==> config.mk <==
export PLATFORM = sky130hd
export DESIGN_NAME = id_pipe_stage
export DESIGN_NICKNAME = d
export VERILOG_FILES = /design/src/rtl/rv_decode_pkg.sv /design/src/rtl/rv_decoder.sv /design/src/rtl/id_pipe_stage.sv
export SDC_FILE = /design/constraint.sdc
export NUM_CORES = 1
export LEC_CHECK = 0
export ABC_AREA = 1
export CAP_MARGIN = 20
export CELL_PAD_IN_SITES_DETAIL_PLACEMENT = 0
export CELL_PAD_IN_SITES_GLOBAL_PLACEMENT = 1
export CORE_ASPECT_RATIO = 1.1
export CORE_MARGIN = 1
export CORE_UTILIZATION = 38
export CTS_CLUSTER_DIAMETER = 80
export CTS_CLUSTER_SIZE = 12
export DETAILED_ROUTE_END_ITERATION = 8
export PLACE_DENSITY_LB_ADDON = 0.08
export SLEW_MARGIN = 0
export SYNTH_ARGS = -nofsm -noshare
export SYNTH_HDL_FRONTEND = slang
export SYNTH_SLANG_ARGS = --single-unit
==> constraint.sdc <==
create_clock -name clk -period 1.9 [get_ports clk]
set_input_delay 0.38 -clock clk [delete_from_list [all_inputs] [get_ports clk]]
set_output_delay 0.38 -clock clk [all_outputs]
set_load 0.01 [all_outputs]
==> src/rtl/rv_decode_pkg.sv <==
// Shared RV32I decode types: opcodes, immediate kinds and the decoded entry held by the ID stage.
package rv_decode_pkg;

    // Storage widths; the top slices these down to its XLEN / PC_W.
    localparam int unsigned XLEN_MAX = 64;
    localparam int unsigned PC_W_MAX = 64;

    localparam logic [6:0] OPC_LUI    = 7'b0110111;
    localparam logic [6:0] OPC_AUIPC  = 7'b0010111;
    localparam logic [6:0] OPC_JAL    = 7'b1101111;
    localparam logic [6:0] OPC_JALR   = 7'b1100111;
    localparam logic [6:0] OPC_BRANCH = 7'b1100011;
    localparam logic [6:0] OPC_LOAD   = 7'b0000011;
    localparam logic [6:0] OPC_STORE  = 7'b0100011;
    localparam logic [6:0] OPC_OP_IMM = 7'b0010011;
    localparam logic [6:0] OPC_OP     = 7'b0110011;
    localparam logic [6:0] OPC_SYSTEM = 7'b1110011;

    localparam logic [11:0] MEPC_ADDR = 12'h341;
    localparam logic [31:0] MRET_IR   = 32'h30200073;

    typedef enum logic [2:0] {
        ImmI, ImmB, ImmS, ImmU, ImmJ, ImmShamt, ImmCsr, ImmDefault
    } imm_type_e;

    typedef struct packed {
        logic [PC_W_MAX-1:0] pc;
        logic [4:0]          rs1;
        logic [4:0]          rs2;
        logic [4:0]          rd;
        logic [6:0]          opcode;
        logic [2:0]          funct3;
        logic [6:0]          funct7;
        logic [11:0]         csr_addr;
        logic [XLEN_MAX-1:0] imm;
        logic                wr_reg_n;
        logic                wr_csr_n;
        logic                is_mret;
        logic                illegal;
        logic                uses_rs1;
        logic                uses_rs2;
    } entry_t;

    function automatic entry_t entry_reset();
        entry_t e;
        e          = '0;
        e.wr_reg_n = 1'b1;
        e.wr_csr_n = 1'b1;
        return e;
    endfunction

endpackage

==> src/rtl/rv_decoder.sv <==
// Combinational RV32I decoder producing one stage entry from a fetched {pc, ir}.
module rv_decoder
    import rv_decode_pkg::*;
#(
    parameter int unsigned XLEN   = 32,
    parameter bit          CSR_EN = 1'b1
) (
    input  logic [PC_W_MAX-1:0] pc,
    input  logic [31:0]         ir,
    output entry_t              entry
);

    logic [6:0]          opcode;
    logic [2:0]          funct3;
    logic [4:0]          rd;
    logic                known_op;
    logic                wr_reg;
    logic                is_csr;
    logic                sys_bad;
    logic                illegal;
    logic                is_mret;
    logic                uses_rs1;
    logic                uses_rs2;
    logic                csr_en;
    imm_type_e           imm_type;
    logic [XLEN_MAX-1:0] imm;

    assign opcode = ir[6:0];
    assign funct3 = ir[14:12];
    assign rd     = ir[11:7];
    assign csr_en = CSR_EN;

    always_comb begin
        imm_type = ImmDefault;
        known_op = 1'b1;
        wr_reg   = 1'b0;
        is_csr   = 1'b0;
        sys_bad  = 1'b0;
        uses_rs1 = 1'b0;
        uses_rs2 = 1'b0;
        case (opcode)
            OPC_LUI, OPC_AUIPC: begin
                imm_type = ImmU;
                wr_reg   = 1'b1;
            end
            OPC_JAL: begin
                imm_type = ImmJ;
                wr_reg   = 1'b1;
            end
            OPC_JALR, OPC_LOAD: begin
                imm_type = ImmI;
                wr_reg   = 1'b1;
                uses_rs1 = 1'b1;
            end
            OPC_BRANCH: begin
                imm_type = ImmB;
                uses_rs1 = 1'b1;
                uses_rs2 = 1'b1;
            end
            OPC_STORE: begin
                imm_type = ImmS;
                uses_rs1 = 1'b1;
                uses_rs2 = 1'b1;
            end
            OPC_OP_IMM: begin
                imm_type = (funct3[1:0] == 2'b01) ? ImmShamt : ImmI;
                wr_reg   = 1'b1;
                uses_rs1 = 1'b1;
            end
            OPC_OP: begin
                wr_reg   = 1'b1;
                uses_rs1 = 1'b1;
                uses_rs2 = 1'b1;
            end
            OPC_SYSTEM: begin
                // funct3=000 is ecall/ebreak/mret/wfi; 100 is unassigned.
                sys_bad = (funct3 == 3'b100);
                if (funct3 != 3'b000 && funct3 != 3'b100) begin
                    is_csr   = 1'b1;
                    imm_type = ImmCsr;
                    wr_reg   = 1'b1;
                    uses_rs1 = ~funct3[2];
                end
            end
            default: known_op = 1'b0;
        endcase
    end

    always_comb begin
        imm = '0;
        unique case (imm_type)
            ImmI:       imm = {{52{ir[31]}}, ir[31:20]};
            ImmS:       imm = {{52{ir[31]}}, ir[31:25], ir[11:7]};
            ImmB:       imm = {{51{ir[31]}}, ir[31], ir[7], ir[30:25], ir[11:8], 1'b0};
            ImmU:       imm = {{32{ir[31]}}, ir[31:12], 12'b0};
            ImmJ:       imm = {{43{ir[31]}}, ir[31], ir[19:12], ir[20], ir[30:21], 1'b0};
            ImmShamt:   imm = {58'b0, (XLEN == 64) ? ir[25] : 1'b0, ir[24:20]};
            ImmCsr:     imm = {59'b0, ir[19:15]};
            ImmDefault: imm = '0;
        endcase
    end

    assign is_mret = (ir == MRET_IR);
    assign illegal = (ir[1:0] != 2'b11) | ~known_op | sys_bad | (is_csr & ~csr_en);

    always_comb begin
        entry          = '0;
        entry.pc       = pc;
        entry.rs1      = ir[19:15];
        entry.rs2      = ir[24:20];
        entry.rd       = rd;
        entry.opcode   = opcode;
        entry.funct3   = funct3;
        entry.funct7   = ir[31:25];
        entry.csr_addr = is_mret ? MEPC_ADDR : ((is_csr & csr_en) ? ir[31:20] : 12'h000);
        entry.imm      = imm;
        entry.wr_reg_n = ~(wr_reg & (rd != 5'd0) & ~illegal);
        entry.wr_csr_n = ~(is_csr & csr_en & ~illegal);
        entry.is_mret  = is_mret;
        entry.illegal  = illegal;
        entry.uses_rs1 = uses_rs1;
        entry.uses_rs2 = uses_rs2;
    end

endmodule

==> src/rtl/id_pipe_stage.sv <==
// Registered decode stage: head + skid buffer with registered in_ready, flush and load-use bubble.
module id_pipe_stage
    import rv_decode_pkg::*;
#(
    parameter int unsigned XLEN   = 32,
    parameter int unsigned PC_W   = 32,
    parameter bit          CSR_EN = 1'b1
) (
    input  logic            clk,
    input  logic            rst,
    input  logic            in_valid,
    output logic            in_ready,
    input  logic [PC_W-1:0] in_pc,
    input  logic [31:0]     in_ir,
    input  logic            flush,
    input  logic            ex_load_valid,
    input  logic [4:0]      ex_rd,
    output logic            out_valid,
    input  logic            out_ready,
    output logic [PC_W-1:0] out_pc,
    output logic [4:0]      out_rs1,
    output logic [4:0]      out_rs2,
    output logic [4:0]      out_rd,
    output logic [6:0]      out_opcode,
    output logic [2:0]      out_funct3,
    output logic [6:0]      out_funct7,
    output logic [11:0]     out_csr_addr,
    output logic [XLEN-1:0] out_imm,
    output logic            out_wr_reg_n,
    output logic            out_wr_csr_n,
    output logic            out_is_mret,
    output logic            out_illegal
);

    typedef enum logic [1:0] {StEmpty = 2'd0, StHead = 2'd1, StFull = 2'd2} occ_e;

    occ_e   state_q, state_d;
    entry_t head_q, head_d;
    entry_t skid_q, skid_d;
    entry_t dec_entry;
    logic   in_ready_q;
    logic   push, pop, hazard;
    logic   unused_wide;

    rv_decoder #(
        .XLEN   (XLEN),
        .CSR_EN (CSR_EN)
    ) u_decoder (
        .pc    (PC_W_MAX'(in_pc)),
        .ir    (in_ir),
        .entry (dec_entry)
    );

    // Load-use check looks only at the head; the skid entry waits behind it anyway.
    assign hazard = ex_load_valid & (ex_rd != 5'd0) &
                    ((head_q.uses_rs1 & (head_q.rs1 == ex_rd)) |
                     (head_q.uses_rs2 & (head_q.rs2 == ex_rd)));

    assign push      = in_valid & in_ready_q;
    assign out_valid = (state_q != StEmpty) & ~hazard;
    assign pop       = out_valid & out_ready;
    assign in_ready  = in_ready_q;

    always_comb begin
        state_d = state_q;
        head_d  = head_q;
        skid_d  = skid_q;
        if (flush) begin
            state_d = StEmpty;
        end else begin
            unique case (state_q)
                StEmpty: begin
                    if (push) begin
                        state_d = StHead;
                        head_d  = dec_entry;
                    end
                end
                StHead: begin
                    if (push && pop) begin
                        head_d = dec_entry;
                    end else if (push) begin
                        state_d = StFull;
                        skid_d  = dec_entry;
                    end else if (pop) begin
                        state_d = StEmpty;
                    end
                end
                StFull: begin
                    if (pop) begin
                        state_d = StHead;
                        head_d  = skid_q;
                    end
                end
                default: state_d = StEmpty;
            endcase
        end
    end

    always_ff @(posedge clk) begin
        if (rst) begin
            state_q    <= StEmpty;
            in_ready_q <= 1'b1;
            head_q     <= entry_reset();
            skid_q     <= entry_reset();
        end else begin
            state_q    <= state_d;
            in_ready_q <= (state_d != StFull);
            head_q     <= head_d;
            skid_q     <= skid_d;
        end
    end

    assign out_pc       = head_q.pc[PC_W-1:0];
    assign out_rs1      = head_q.rs1;
    assign out_rs2      = head_q.rs2;
    assign out_rd       = head_q.rd;
    assign out_opcode   = head_q.opcode;
    assign out_funct3   = head_q.funct3;
    assign out_funct7   = head_q.funct7;
    assign out_csr_addr = head_q.csr_addr;
    assign out_imm      = head_q.imm[XLEN-1:0];
    assign out_wr_reg_n = head_q.wr_reg_n;
    assign out_wr_csr_n = head_q.wr_csr_n;
    assign out_is_mret  = head_q.is_mret;
    assign out_illegal  = head_q.illegal;

    // Upper storage bits are dead when XLEN / PC_W are below the package maxima.
    assign unused_wide = ^{head_q.pc, head_q.imm};

endmodule
# --- Yosys cells after proc, flatten, opt, wreduce, memory -nomap -nowiden ---
# Cells that the tools add are included.
classes:
  eq_ne: 30
  mux: 25
  bitwise_logic: 21
  n_reduce_logical: 17
ops:
  columns: ["cell", "count"]
  rows:
  - ["case mux 64 bit (8 select lines)", 1]
  - ["2-to-1 mux 146 bit", 3]
  - ["case mux 146 bit (3 select lines)", 1]
  - ["equality test 32 x 30 -> 1 bit, second input constant", 1]
  - ["equality test 7 bit, second input constant", 4]
  - ["2-to-1 mux 12 bit", 2]
  - ["equality test 7 x 6 -> 1 bit, second input constant", 3]
  - ["case mux 3 bit (7 select lines)", 1]
  - ["equality test 3 bit, second input constant", 5]
  - ["equality test 7 x 5 -> 1 bit, second input constant", 2]
  - ["2-to-1 mux 2 bit", 6]
  - ["bitwise AND 1 bit", 10]
  - ["equality test 5 bit", 2]
  - ["inequality test 2 bit, second input constant", 5]
  - ["nonzero test 5 bit", 2]
  - ["OR reduction 10 bit", 1]
  - ["inverter 1 bit", 8]
  - ["equality test 7 x 2 -> 1 bit, second input constant", 1]
  - ["2-to-1 mux 1 bit", 7]
  - ["OR reduction 7 bit", 1]
  - ["equality test 3 x 2 -> 1 bit, second input constant", 2]
  - ["case mux 2 bit (3 select lines)", 1]
  - ["nonzero test 3 bit", 2]
  - ["OR reduction 6 bit", 1]
  - ["15 further kinds", 21]
word_totals:
  regBits: 263
  inputBits: 75
  out_inout_bits: 114
  elab_cells: 125

# --- Longest topological paths before layout ---
depth:
  word_depth: 13
  mapped_depth: 15
  ltp_nobuf: 13

# --- By module ---
# Synthesis repeated with hierarchy kept, for this count alone.
hier_totals:
  hier_cells: 2087
  area_unflattened_um2: 13352.8
by_module_without_submodules:
  columns: ["module", "n_inst", "cells_per_inst", "area_per_inst_um2", "seq_area_each_um2"]
  rows:
  - ["id_pipe_stage", 1, 1698, 10970.5, 4624.4]
  - ["rv_decoder", 1, 389, 2382.3, 0.0]

# --- Worst setup path before layout ---
# OpenSTA, ideal clock, no wires.
synth_timing:
  path_kind: "in2reg"
  startpoint: "in ex_rd[0]"
  endpoint: "reg head_q, in the netlist out_pc[2]"
  setup_time_ns: 0.115
  arrival_time_ns: 1.634
  t_required_ns: 1.785
  path_slack_ns: 0.151
  cell_stages: 14
  n_path_buf: 2
  cell_sequence: "inv_2 > nand2_1 > nand2_1 > nor2_1 > nand3_1 > nand2_1 > nand2_1 > nand4_1 > nand2_1 > buf_2 > buf_1 > nand3_1 > nand2_1 > nor2_1"
synth_via:
  elab_chain_cells: 10
  word_cells_on_any_way: 15
  cone_classes: "4 x eq/ne; 8 x bitwise; 3 x reduce/logical"
synth_lines:
  columns: ["item", "line_no", "source"]
  rows:
  - ["start, declared", "id_pipe_stage.sv:17", "input logic [4:0] ex_rd,"]
  - ["equality test 5 bit, on equally long branches", "id_pipe_stage.sv:56, id_pipe_stage.sv:57", null]
  - ["bitwise AND 1 bit, on equally long branches", "id_pipe_stage.sv:56, id_pipe_stage.sv:57", null]
  - ["bitwise OR 1 bit", "id_pipe_stage.sv:56", "((head_q.uses_rs1 & (head_q.rs1 == ex_rd)) |"]
  - ["bitwise AND 1 bit *", "id_pipe_stage.sv:55", "assign hazard = ex_load_valid & (ex_rd != 5'd0) &"]
  - ["inverter 1 bit *", "id_pipe_stage.sv:60", "assign out_valid = (state_q != StEmpty) & ~hazard;"]
  - ["bitwise AND 1 bit *", "id_pipe_stage.sv:60", null]
  - ["bitwise AND 1 bit *", "id_pipe_stage.sv:61", "assign pop = out_valid & out_ready;"]
  - ["logical AND 1 bit", "id_pipe_stage.sv:79", "if (push && pop) begin"]
  - ["inequality test 2 bit (no line)", null, null]
  - ["AND reduction 5 bit (no line) *", null, null]
  - ["end signal, assigned", "id_pipe_stage.sv:103", "head_q <= entry_reset();"]
  - ["end, declared", "id_pipe_stage.sv:38", "entry_t head_q, head_d;"]
# Mark *: on every way between the ends. The rest lies on a longest branch, timed or not.
# A chain may end at the register's enable or synchronous reset.

# --- Worst setup path after layout ---
layout_timing:
  startpoint: "reg head_q, in the netlist out_rs2[0]"
  endpoint: "out out_valid"
layout_via:
  elab_chain_cells: 6
layout_lines:
  columns: ["item", "line_no", "source"]
  rows:
  - ["equality test 5 bit", "id_pipe_stage.sv:57", "(head_q.uses_rs2 & (head_q.rs2 == ex_rd)));"]
  - ["bitwise AND 1 bit", "id_pipe_stage.sv:57", null]
  - ["bitwise OR 1 bit", "id_pipe_stage.sv:56", null]
  - ["bitwise AND 1 bit", "id_pipe_stage.sv:55", null]
  - ["inverter 1 bit", "id_pipe_stage.sv:60", null]
  - ["bitwise AND 1 bit", "id_pipe_stage.sv:60", null]
  - ["end, declared", "id_pipe_stage.sv:18", "output logic out_valid,"]
# No other way between the ends.

==> impl_metrics.py <==
metrics = {
    "status": {
        "status": "complete, but fails checks",
        "violations": "setup timing",
    },
    "die": {
        "boundaryPins": 189,
        "start_util_pct": 39.01,
        "die_h_um": 188.6,
        "die-area_mm2": 0.03238,
        "rows": 67,
        "coreArea_mm2": 0.03085,
        "die_x_um": 171.7,
    },
    "yosys": {
        "yosysMostFrequentCell": "nand2_1",
        "yosys.area_share.xor_xnor_pct": 0.07278,
        "ys.flop_type": "dfxtp_1",
        "synth-simple-area-share_pct": 29.62,
        "synthAdderAreaFrac_pct": 0,
        "synth_edf_count": 0,
        "ys_top_cells_by_count": "nand2_1, nor2_1, dfxtp_1, o21ai_0, inv_1",
        "syn_inst": 1806,
        "yosysUniqueCellTypes": 39,
        "async_flop_share_pct": 0,
        "muxShareOfSynthArea_pct": 0.9981,
        "synth.net_count": 1881,
        "synth_area_leaders": "dfxtp_1, nand2_1, nor2_1, buf_4, o21ai_0",
        "ys_ff_latch": 231,
        "syn-cell-area_mm2": 0.01203,
        "synth_top_family_by_area": "simple AND/OR/NAND/NOR gates",
        "seq_area_frac_synth_pct": 38.43,
        "yosysWarnings": 0,
        "synth_compound_area_share_pct": 15.46,
        "synth_largest_area_cell": "dfxtp_1",
        "syn_avg_cell_area_um2": 6.663,
        "synth_top_area_share_pct": 38.43,
    },
    "routing": {
        "drt_pre_antenna_iters": 5,
        "ant_nets": 0,
        "wl_per_cell_um": 15.39,
        "drt-total-wl_mm": 36.72,
        "drc": 0,
        "viasPerCell": 4.851,
        "drt_iter0_markers": 691,
        "num_vias": 11570,
    },
    "setup_path": {
        "path_common_cell": "nand2_1",
        "cp_num_cells": 8,
        "crit_end": "out_valid",
        "critPathLaunchType": "flip-flop",
        "max_stage_delay_ns": 0.34,
        "crit_slowest_cell": "dfxtp_2",
        "timing.rr.end": "out_rs1[1]",
        "required_ns": 1.52,
        "cp.arrival_ns": 1.56,
        "endpoint_kind": "primary output",
        "critPathMaxFanout": 3,
        "reg2reg_slack_ns": 0,
        "crit_path_start": "out_rs2[0]",
        "reg2reg_from": "out_rs2[0]",
        "crit_type": "flip-flop to primary output",
        "crit_buf_inv": 2,
        "r2r_cells": 14,
        "critical_path.cell_chain": "inv_2 -> nand2_1 -> nand2_1 -> nor2_1 -> nand3_1 -> nand2_2 -> a21oi_2 -> buf_2",
        "cpLargestDelayFamily": "flip-flops",
    },
    "cts": {
        "cts_buffers": 23,
        "clk_pin_slew_ns": 0.06,
        "cts_hold_buf": 0,
        "clk_path_buf_depth": 3,
        "worst_skew_pair.late_latency_ns": 0.53,
        "cts_tree": "done",
        "cts.sinks": 231,
        "cts_max_level": 1,
        "root_buffer": "clkbuf_16",
    },
    "grt": {
        "grt_pass1_vias": 10690,
        "grt_antenna_before_repair": 0,
        "grt_max_degree": 73,
        "overflow": 0,
        "grt_use_total_pct": 22.14,
        "grt_pass1_wl_mm": 57.26,
    },
    "place": {
        "dp.final_hpwl_mm": 25.00,
        "place_area_mm2": 0.01467,
        "gp_congestion": 0.8574,
        "portBuffers": 188,
    },
    "pwr": {
        "p_per_area_mw_per_mm2": 745.8,
        "vdd.ir_drop.worst_uv": 530.0,
        "p_leak_nw": 7.213,
    },
    "final_layout": {
        "drive_gt1_share_pct": 15.67,
        "nFillCells": 3206,
        "layout.nets": 2047,
        "area_growth_pct": 30.74,
        "stdcell_area_mm2": 0.01573,
        "diodes": 0,
    },
    "timing": {
        "final.setup_skew_ns": 0.01979,
        "worst_pin_slew_ns": 0.4297,
        "hold_viol": 0,
        "setup_viol": 2,
        "rsz0062_at_grt": "yes",
        "holdWs_ns": 0.4001,
        "drv_slew": 0,
        "post-route-min-period_ns": 1.942,
        "maxSlewHeadroom_pct": 71.32,
        "fin_crit_sh_pct": 102.2,
        "fmax_mhz": 515.1,
        "finalWorstSetupSlack_ns": -0.04152,
    },
    "hold_path": {
        "hold_path_class": "input pin to flip-flop",
        "min-delay-start": "in_ir[2]",
    },
    "job": {
        "max_cap_violations": 0,
    },
}
## registers in the layout (all words and copies together) (netlist names), 5 cells and up
name          count
out_imm          32
out_funct7        7
out_opcode        7
out_pc           32
skid_q          114
out_rs1           5
out_csr_addr     12
out_rd            5
out_rs2           5
## report_power, final
| group | internal, mW | switching, mW | leakage, nW |
|---|---|---|---|
| Clock | 2.15 | 1.89 | 0.294 |
| Combinational | 1.18 | 1.23 | 5.03 |
| Sequential | 5.13 | 0.156 | 1.89 |
| Total | 8.47 | 3.27 | 7.21 |
## how the worst min path moves through the flow
stage                             end  slack, ns  depth (start not counted)
after floorplan           skid_q[136]       0.42                          2
after global placement    skid_q[139]       0.43                          2
after detailed placement  skid_q[136]       0.44                          2
after CTS                 skid_q[144]       0.42                          3
after global routing       skid_q[94]       0.41                          4
final                      skid_q[94]       0.40                          4
## what timing repair did
action,4_1_cts,5_1_grt
hold endpoints to repair,0,0
pin swaps,9,7
gates resized for setup,52,55
gates cloned,3,4
setup endpoints to repair,172,232
buffers inserted,6,4
## layout make-up
class	instances	area (µm²)	share of cell area, %
Timing Repair Buffer	364	3679	23.38
Sequential cell	231	4638	29.48
Tap cell	414	518.0	3.292
Inverter	143	551.8	3.507
Multi-Input combinational cell	1209	5752	36.56
Clock inverter	2	20.02	0.1272
Clock buffer	23	575.6	3.658
## layout by cell type, fill, tap and decap left out, drive strengths merged
master,n
nand3,116
nand4,15
nor2,315
dlymetal6s2s,5
inv,145
nor3,15
o31ai,6
xor2,1
a31oi,5
a21oi,135
clkdlybuf4s50,170
dlygate4sd2,12
o211a,28
a211oi,4
nand2,411
o211ai,1
o2111ai,1
mux2i,12
or2,1
dfxtp,231
o21ai,142
nand3b,1
buf,174
clkbuf,26
## metal layers
| layer | global-route usage, % | up-vias | part of all wire, % |
|---|---|---|---|
| li1 | - | 5980 | - |
| met2 | 37.89 | 251 | 47 |
| met4 | 4.396 | 0 | 1.5 |
| met1 | 29.69 | 5310 | 46 |
| met3 | 2.625 | 33 | 5.2 |
| met5 | 0 | - | 0 |
## worst reg2reg max path: cells and delay by family (launching register included)
kind	cells	cell delay [ns]
simple gates	10	0.77
buf+inv	3	0.43
flops	1	0.34
compound gates	1	0.26
## cell families after synthesis
| family | after synthesis |
|---|---|
| buffers and inverters | 368 |
| XOR/XNOR | 1 |
| AO/OA/AOI/OAI | 322 |
| AND/OR/NAND/NOR | 872 |
| multiplexers | 12 |
| flip-flops | 231 |
## per-stage QoR
stage	setup TNS (ns)	setup slack, ns	utilization, %	cells	power (mW)
5_1_grt	-13.10	-0.1284	51.00	2386	12.35
2_1_floorplan	0	0.1512	-	1806	6.705
3_5_place_dp	-129.61	-0.6587	47.54	2344	7.669
3_3_place_gp	-125.80	-0.6361	47.54	2344	7.656
6_report	-0.04318	-0.04152	51.00	2386	11.73
4_1_cts	-0.4176	-0.05297	50.10	2378	11.80
Note: power is estimated with default switching activity, not from simulation.
